**src/rtl/tree_pkg.sv**
```systemverilog
// tree_pkg: shared defaults and types for the tree fan-in/fan-out nodes
package tree_pkg;
  localparam int DEF_NUM_CHILDREN = 5;
  localparam int DEF_DATA_W = 16;
  localparam int DEF_ID_W = 3;
  localparam int DEF_CNT_W = 16;
  typedef logic [DEF_ID_W-1:0] child_idx_t;
  typedef struct packed {
    logic [DEF_DATA_W-1:0] data;
    child_idx_t src_id;
  } beat_t;
endpackage

```
**src/rtl/rr_arbiter.sv**
```systemverilog
// rr_arbiter: round-robin search of req starting at ptr -> one-hot gnt, gnt_idx, any_gnt
module rr_arbiter #(
  parameter int N = 5,
  parameter int IDW = 3
) (
  input  logic [N-1:0]   req,
  input  logic [IDW-1:0] ptr,
  output logic [N-1:0]   gnt,
  output logic [IDW-1:0] gnt_idx,
  output logic           any_gnt
);
  always_comb begin
    any_gnt = |req;
    gnt_idx = '0;
    for (int i = N - 1; i >= 0; i--) if (req[i]) gnt_idx = IDW'(i);
    for (int i = N - 1; i >= 0; i--) if (req[i] && i >= int'(ptr)) gnt_idx = IDW'(i);
    gnt = any_gnt ? (N'(1) << gnt_idx) : '0;
  end
endmodule

```
**src/rtl/tree_node_fanin_merge.sv**
```systemverilog
// tree_node_fanin_merge: round-robin N:1 upward merge, registered tagged output beat, parent-accept counter
module tree_node_fanin_merge
  import tree_pkg::*;
#(
  parameter int NUM_CHILDREN = DEF_NUM_CHILDREN,
  parameter int DATA_W = DEF_DATA_W,
  parameter int ID_W = DEF_ID_W,
  parameter int CNT_W = DEF_CNT_W
) (
  input  logic                           clk,
  input  logic                           rst_n,
  input  logic [NUM_CHILDREN-1:0]        child_valid,
  input  logic [NUM_CHILDREN*DATA_W-1:0] child_data,
  output logic [NUM_CHILDREN-1:0]        child_ready,
  output logic                           up_valid,
  output logic [DATA_W-1:0]              up_data,
  output logic [ID_W-1:0]                up_src_id,
  input  logic                           up_ready,
  output logic [CNT_W-1:0]               xfer_count
);
  logic [NUM_CHILDREN-1:0] gnt;
  logic [ID_W-1:0] gnt_idx;
  logic any_gnt, load_en, take;
  logic up_valid_q, up_valid_d;
  logic [DATA_W-1:0] up_data_q, up_data_d;
  logic [ID_W-1:0] up_src_id_q, up_src_id_d, rr_ptr_q, rr_ptr_d;
  logic [CNT_W-1:0] xfer_count_q, xfer_count_d;
  rr_arbiter #(.N(NUM_CHILDREN), .IDW(ID_W)) u_arb (
    .req(child_valid),
    .ptr(rr_ptr_q),
    .gnt(gnt),
    .gnt_idx(gnt_idx),
    .any_gnt(any_gnt)
  );
  always_comb begin
    load_en = !up_valid_q || up_ready;
    take = load_en && any_gnt;
    child_ready = (load_en && rst_n) ? gnt : '0;
    up_valid_d = take || (up_valid_q && !up_ready);
    up_data_d = take ? child_data[gnt_idx*DATA_W +: DATA_W] : up_data_q;
    up_src_id_d = take ? gnt_idx : up_src_id_q;
    rr_ptr_d = !take ? rr_ptr_q : (gnt_idx == ID_W'(NUM_CHILDREN - 1)) ? '0 : gnt_idx + 1'b1;
    xfer_count_d = xfer_count_q + CNT_W'(up_valid_q && up_ready);
  end
  always_ff @(posedge clk or negedge rst_n) begin
    if (!rst_n) begin
      up_valid_q <= 1'b0;
      up_data_q <= '0;
      up_src_id_q <= '0;
      rr_ptr_q <= '0;
      xfer_count_q <= '0;
    end else begin
      up_valid_q <= up_valid_d;
      up_data_q <= up_data_d;
      up_src_id_q <= up_src_id_d;
      rr_ptr_q <= rr_ptr_d;
      xfer_count_q <= xfer_count_d;
    end
  end
  assign up_valid = up_valid_q;
  assign up_data = up_data_q;
  assign up_src_id = up_src_id_q;
  assign xfer_count = xfer_count_q;
endmodule

```
**config.mk**
```make
export PLATFORM = sky130hd
export DESIGN_NAME = tree_node_fanin_merge
export DESIGN_NICKNAME = d
export VERILOG_FILES = /design/src/rtl/tree_pkg.sv /design/src/rtl/rr_arbiter.sv /design/src/rtl/tree_node_fanin_merge.sv
export SDC_FILE = /design/constraint.sdc
export NUM_CORES = 1
export LEC_CHECK = 0
export CAP_MARGIN = 20
export CORE_MARGIN = 2
export CORE_UTILIZATION = 57
export CTS_BUF_LIST = sky130_fd_sc_hd__clkbuf_16
export DETAILED_ROUTE_END_ITERATION = 7
export DONT_BUFFER_PORTS = 1
export PLACE_DENSITY = 0.72
export SLEW_MARGIN = 10
export SYNTH_ARGS = -nofsm -noshare
export SYNTH_HDL_FRONTEND = slang
export SYNTH_SLANG_ARGS = --single-unit
```
**constraint.sdc**
```tcl
create_clock -name clk -period 6.35 [get_ports clk]
set_input_delay 1.27 -clock clk [delete_from_list [all_inputs] [get_ports clk]]
set_output_delay 1.27 -clock clk [all_outputs]
set_load 0.03 [all_outputs]
```
==> reports/results.txt <==
Routed Antenna Nets: 0
Mux share of post-synthesis cell area: 12.6%
Area grow syn2layout: 7.90%
Adder-Cell Fraction of Synth Area: 3.12%
Violation count after the first detailed-route iteration: 62
Post-DP HPWL: 4.21 mm
Main combinational cell family by area after synthesis: simple AND/OR/NAND/NOR gates
Crit end category: primary output
GR met3 Demand/Resource: 7.60%
Share of cells above drive strength 1: 7.91%
Largest net degree at the start of global routing: 41
Tcrit/Tclk final: 72.0%
Yosys warns: 0
Post-synthesis async set-or-reset flop share: 100%
Synth cell types: 39
Drc violations: 0
Initial antenna violation count: 0
Global route hottest layer: met2
Hold Path Sink: rr_ptr_q[0]
WHS Path Cells: 2
RR Startpoint: rr_ptr_q[2]
# Max-Cap Violations: 0
Top-count cell post-synth: nand2_1
Synth Area in Compound Gates: 15.9%
Top post-synthesis cells by area: dfrtp_1 (41%), mux2i_1 (11%), nand2_1 (8.6%)
Synthesized instance count: 255
Status: finished clean
#FFs+latches synth: 39
Total track usage: 23.7%
Worst Tran Pin Value: 897 ps
Clk buf depth: 2
Std-Cell Rows: 23
Critical path required time: 5080 ps
Post-Synth Simple-Gate Area: 18.9%
GR Util met1: 29.0%
Via Count: 1893
Top Ports: 129
Count of nets after finishing: 346
Post-CTS Setup Inserts: 0
Port Buffers: 0
Final setup TNS: 0 ps
Fin Clk Skew: 6.29 ps
Fillcell total: 337
Fin Hold WS: 586 ps
Vias in the first global route: 1808
TritonCTS Buffers: 5
Met2 GRT Util: 40.8%
Min-Delay Path Class: reg2reg
Starting Density: 59.8%
Hold_sp: rr_ptr_q[0]
Slew margin rel.: 39.7%
RD Place Congestion: 0.890
R2R Path End: rr_ptr_q[2]
CTS root buf: clkbuf_16
Detailed Route WL: 5.62 mm
Die Height: 69.0 um
Reg clk slew, reported paths: 60 ps
CTS Sinks: 39
Via density: 6.25
DR pass1 iterations: 4
CTS tree: done
Synth cell count leaders: nand2_1 (55), dfrtp_1 (39), mux2i_1 (27)
Synthesized area per cell: 9.45 um^2
Pwr Density: 509 nW/um^2
CP Launch Type: input pin
Synth Cell Area: 2410 um^2
Number of synthesized flops with an enable pin: 0
Die area: 4760 um^2
XOR/XNOR share of the synthesized area: 5.09%
Diode count: 0
Max IR drop VDD: 0.282 mV
CTS H-tree lvls: 2
Routed length per instance: 18.5 um
CP Class: in2out
Overflow after GRT: 0
Most used DFF post-synth: dfrtp_1
Fmax: 219 MHz
RSZ-0062 raised after global routing: no
Yosys top cell by area: dfrtp_1
CP max FO: 35
Area of the core: 4030 um^2
Syn Nets: 349
Period minus WS final: 4570 ps
Die Width: 69.0 um
Final setup violation count: 0
First-pass GRT wire length: 9.10 mm
R2R depth: 9
# resized after CTS: 0
Max Slew Vio Count: 0
Crit path DAT: 3300 ps
Worst R2R Setup Slack: 4080 ps
Total Power: 0.00132 W
Clock Latency Late Sink: 280 ps
P_leak: 1.16 nW
Seq/Total Area, Yosys: 40.5%
Share of the synthesized area in the top cell type: 40.5%
CTS Hold Buffers Added: 0
Final Hold Fails: 0
## final cells by class
cell class / instances / area [um^2] / share of cell area (%)
Clock inverter: 3 / 43.8 / 1.69
Timing Repair Buffer: 3 / 22.5 / 0.867
Sequential cell: 39 / 976 / 37.6
Clock buffer: 5 / 125 / 4.81
Tap cell: 50 / 62.6 / 2.41
Inverter: 5 / 18.8 / 0.722
Multi-Input combinational cell: 198 / 1350 / 51.9
## critical path, stage by stage
cell	delay (ps)
nor3b_1	230
a31oi_1	110
o22ai_4	150
buf_4	450
ha_1	280
nand2_1	90
nor3_1	700
## placed cells by master, fill, tap and decap left out, drive strengths merged, types with 2 or more instances in the layout
cell type	instances
nor3	2
a31oi	4
xnor2	11
and3	3
a221oi	4
nand4	4
mux2i	27
o21ai	19
xor2	3
nand2	55
and2	7
o22ai	2
nor2	15
inv	5
nand3	5
mux2	3
nor2b	2
ha	6
buf	3
clkinv	2
clkbuf	5
nand2b	3
o221a	13
dfrtp	39
nor3b	2
## metrics by stage
step	cell area (um^2)	instances	util [%]	setup slack [ps]
floorplan	2410	255	-	1890
global placement	2430	295	60.3	1860
detailed placement	2430	295	60.3	1790
CTS	2600	303	64.5	1780
global route	2600	303	64.5	1570
finish	2600	303	64.5	1780
## how the worst max path moves through the flow
| stage | from | end | cells past startpoint |
|---|---|---|---|
| final | child_valid[0] | child_ready[4] | 7 |
| after global placement | child_valid[0] | child_ready[4] | 7 |
| after global routing | child_valid[0] | child_ready[4] | 7 |
| after CTS | child_valid[0] | child_ready[4] | 7 |
| after detailed placement | child_valid[0] | child_ready[4] | 7 |
| after floorplan | child_valid[0] | child_ready[4] | 8 |
## flip-flops by register name, summed over array words and instances, names as in the netlist
register	count
xfer_count	16
up_src_id	3
rr_ptr_q	3
up_valid	1
up_data	16
## report_power, final
part | total, W | internal [W] | leakage, nW | switching (W)
clock | 0.000282 | 0.000185 | 0.0838 | 0.0000970
combinational | 0.000456 | 0.000210 | 0.589 | 0.000246
sequential | 0.000584 | 0.000335 | 0.489 | 0.000249
## routing by layer
layer	vias to the layer above	share of wire, %
li1	898	-
met1	903	40
met2	88	51
met3	4	8.3
met4	0	0.68
met5	-	0
## logic make-up (layout without fill, tap and decap cells)
logic type | count (synthesis) | count (layout)
AOI/OAI and AO/OA | 47 | 47
xor gates and xnor gates | 14 | 14
adders and majority gates | 6 | 6
buffers and inverters | 18 | 16
DFF | 39 | 39
muxes | 30 | 30
and+or+nand+nor | 101 | 101
No activity file was read; power rests on OpenSTA's default activity.
==> patch, RTL diff (same flow settings) <==
Set the package constant `DEF_ID_W` to 6 (it was 3).
--- a/src/rtl/tree_pkg.sv
+++ b/src/rtl/tree_pkg.sv
@@ -4,3 +4,3 @@
   localparam int DEF_DATA_W = 16;
-  localparam int DEF_ID_W = 3;
+  localparam int DEF_ID_W = 6;
   localparam int DEF_CNT_W = 16;
Interface: changed (resized up_src_id); port bits go from 129 to 132. The function was not compared with the original's and may differ.
==> patch against the original RTL <==
Power grew 3.0%. First-iteration DRC count grew 24%. Sequential cell count grew 1. Non-clock buffer count shrank 2. Global-route usage shrank 0.79 points. Die area grew 6.7%. Final area grew 4.2%. Setup slack gained 160 ps. Routed wire length grew 4.6%. Synthesized area grew 7.2%.
==> patch: results (changes against the original RTL) <==
status=finished, final reports clean; DP HPWL=4540 um (+7.8%); met3 routed WL=552 um (+19%); relative slew slack=0.235 (-0.162); worst r2r dst=up_data[3]; Layout Skew=2.96 ps (-3.33 ps); R2R cell count=6 (-3); static leakage=1.16 nW (-0.38%); global-route wire length before repair=9070 um (-0.38%); flop-to-flop setup slack=3720 ps (-360 ps); Hold Crit Start=rr_ptr_q[2]; net count reported at finish=314 (-9.2%); Mapped Cells=222 (-13%); WP data arrival=3150 ps (-150 ps); share of cells above drive strength 1=0.205 (+0.126); crit path from=child_valid[4]; Total GRT Usage=0.229 (-0.00791); DRT iter0 DRCs=77 (+24%); gp weighted congestion=0.858 (-3.6%); pre-CTS WS=1940 ps (+153 ps); vias in the first global route=1793 (-0.83%); Reg-to-Reg Start=rr_ptr_q[1]; vias per cell=6.83 (+9.4%); Total Wirelength=5880 um (+4.6%); Max-Cap Viols=0 (unchanged); synth cell count leaders=dfrtp_1 (40), mux2i_1 (33), nand2_1 (16); setup TNS=0 ps (unchanged); placed cell count=264 (-11%); peak supply drop=0.000229 V (-19%); largest net degree at the start of global routing=44 (+7.3%); Worst Hold Endpoint=rr_ptr_q[2]; sequential element share of the synthesized area=0.388 (-0.0174); DP Area=2520 um^2 (+3.8%); Highest Clock Rate=226 MHz (+3.5%); wire per inst=21.7 um (+17%); crit path max fanout=14 (-60%); met1 WL=2240 um (-1.6%); top cells by area, synth=dfrtp_1 (39%), mux2i_1 (13%), a221oi_2 (6.4%), o22ai_2 (4.4%), xnor2_1 (3.7%); cell family with most CP delay=compound AO/OA/AOI/OAI gates; WL met2=2980 um (+4.9%); synth unique cells=48 (+23%); Slowest-stage cell, CP=a22oi_2
-- patch: cell count changes after synthesis, moves of 7 or more --
cell / unedited run / this run
a221oi_2: 1 / 11
clkbuf_1: 7 / 0
nand2_1: 55 / 16
nor2_1: 15 / 6
o21ai_1: 15 / 2
o221a_1: 13 / 0
o22ai_2: 0 / 9
-- patch: area by class of cell --
type / instances / area, um^2
repair buffers: 1 / 7.51
clock buffers: 5 / 125
inverters: 6 / 22.5
flip-flops and latches: 40 / 1000
clock inverters: 2 / 60.1
multi-input cells: 165 / 1430
fillers: 343 / 1650
well taps: 52 / 65.1
-- patch: per-stage QoR --
stage,hold slack (ps),util
after floorplan,512,-
after global placement,533,0.579
after detailed placement,563,0.579
after CTS,576,0.622
after global routing,623,0.622
final,574,0.622
-- patch: power by group --
group,switching [mW],internal [mW],total [mW]
clock network,0.0953,0.223,0.318
registers,0.250,0.340,0.590
logic,0.246,0.208,0.454
-- patch: cell families after synthesis --
| kind of cell | count (synthesis) | synth area share |
|---|---|---|
| simple gates | 59 | 0.136 |
| buf+inv | 19 | 0.0635 |
| fa+ha+maj | 7 | 0.0339 |
| xor+xnor | 14 | 0.0475 |
| mux | 33 | 0.128 |
| flops | 40 | 0.388 |
| compound gates | 49 | 0.202 |
| other cells | 1 | 0.00145 |
-- patch: worst register-to-register path, cell delays in order, from the launching register on --
cell	delay [ps]
dfrtp_1	460
mux2i_1	210
o32ai_1	110
a22oi_2	760
buf_4	490
mux2i_1	320
a221oi_2	100
-- patch: per-layer routing --
metal,track usage,up-vias
li1,-,823
met1,0.280,914
met2,0.374,104
met3,0.0886,11
met4,0.0755,0
met5,0,-
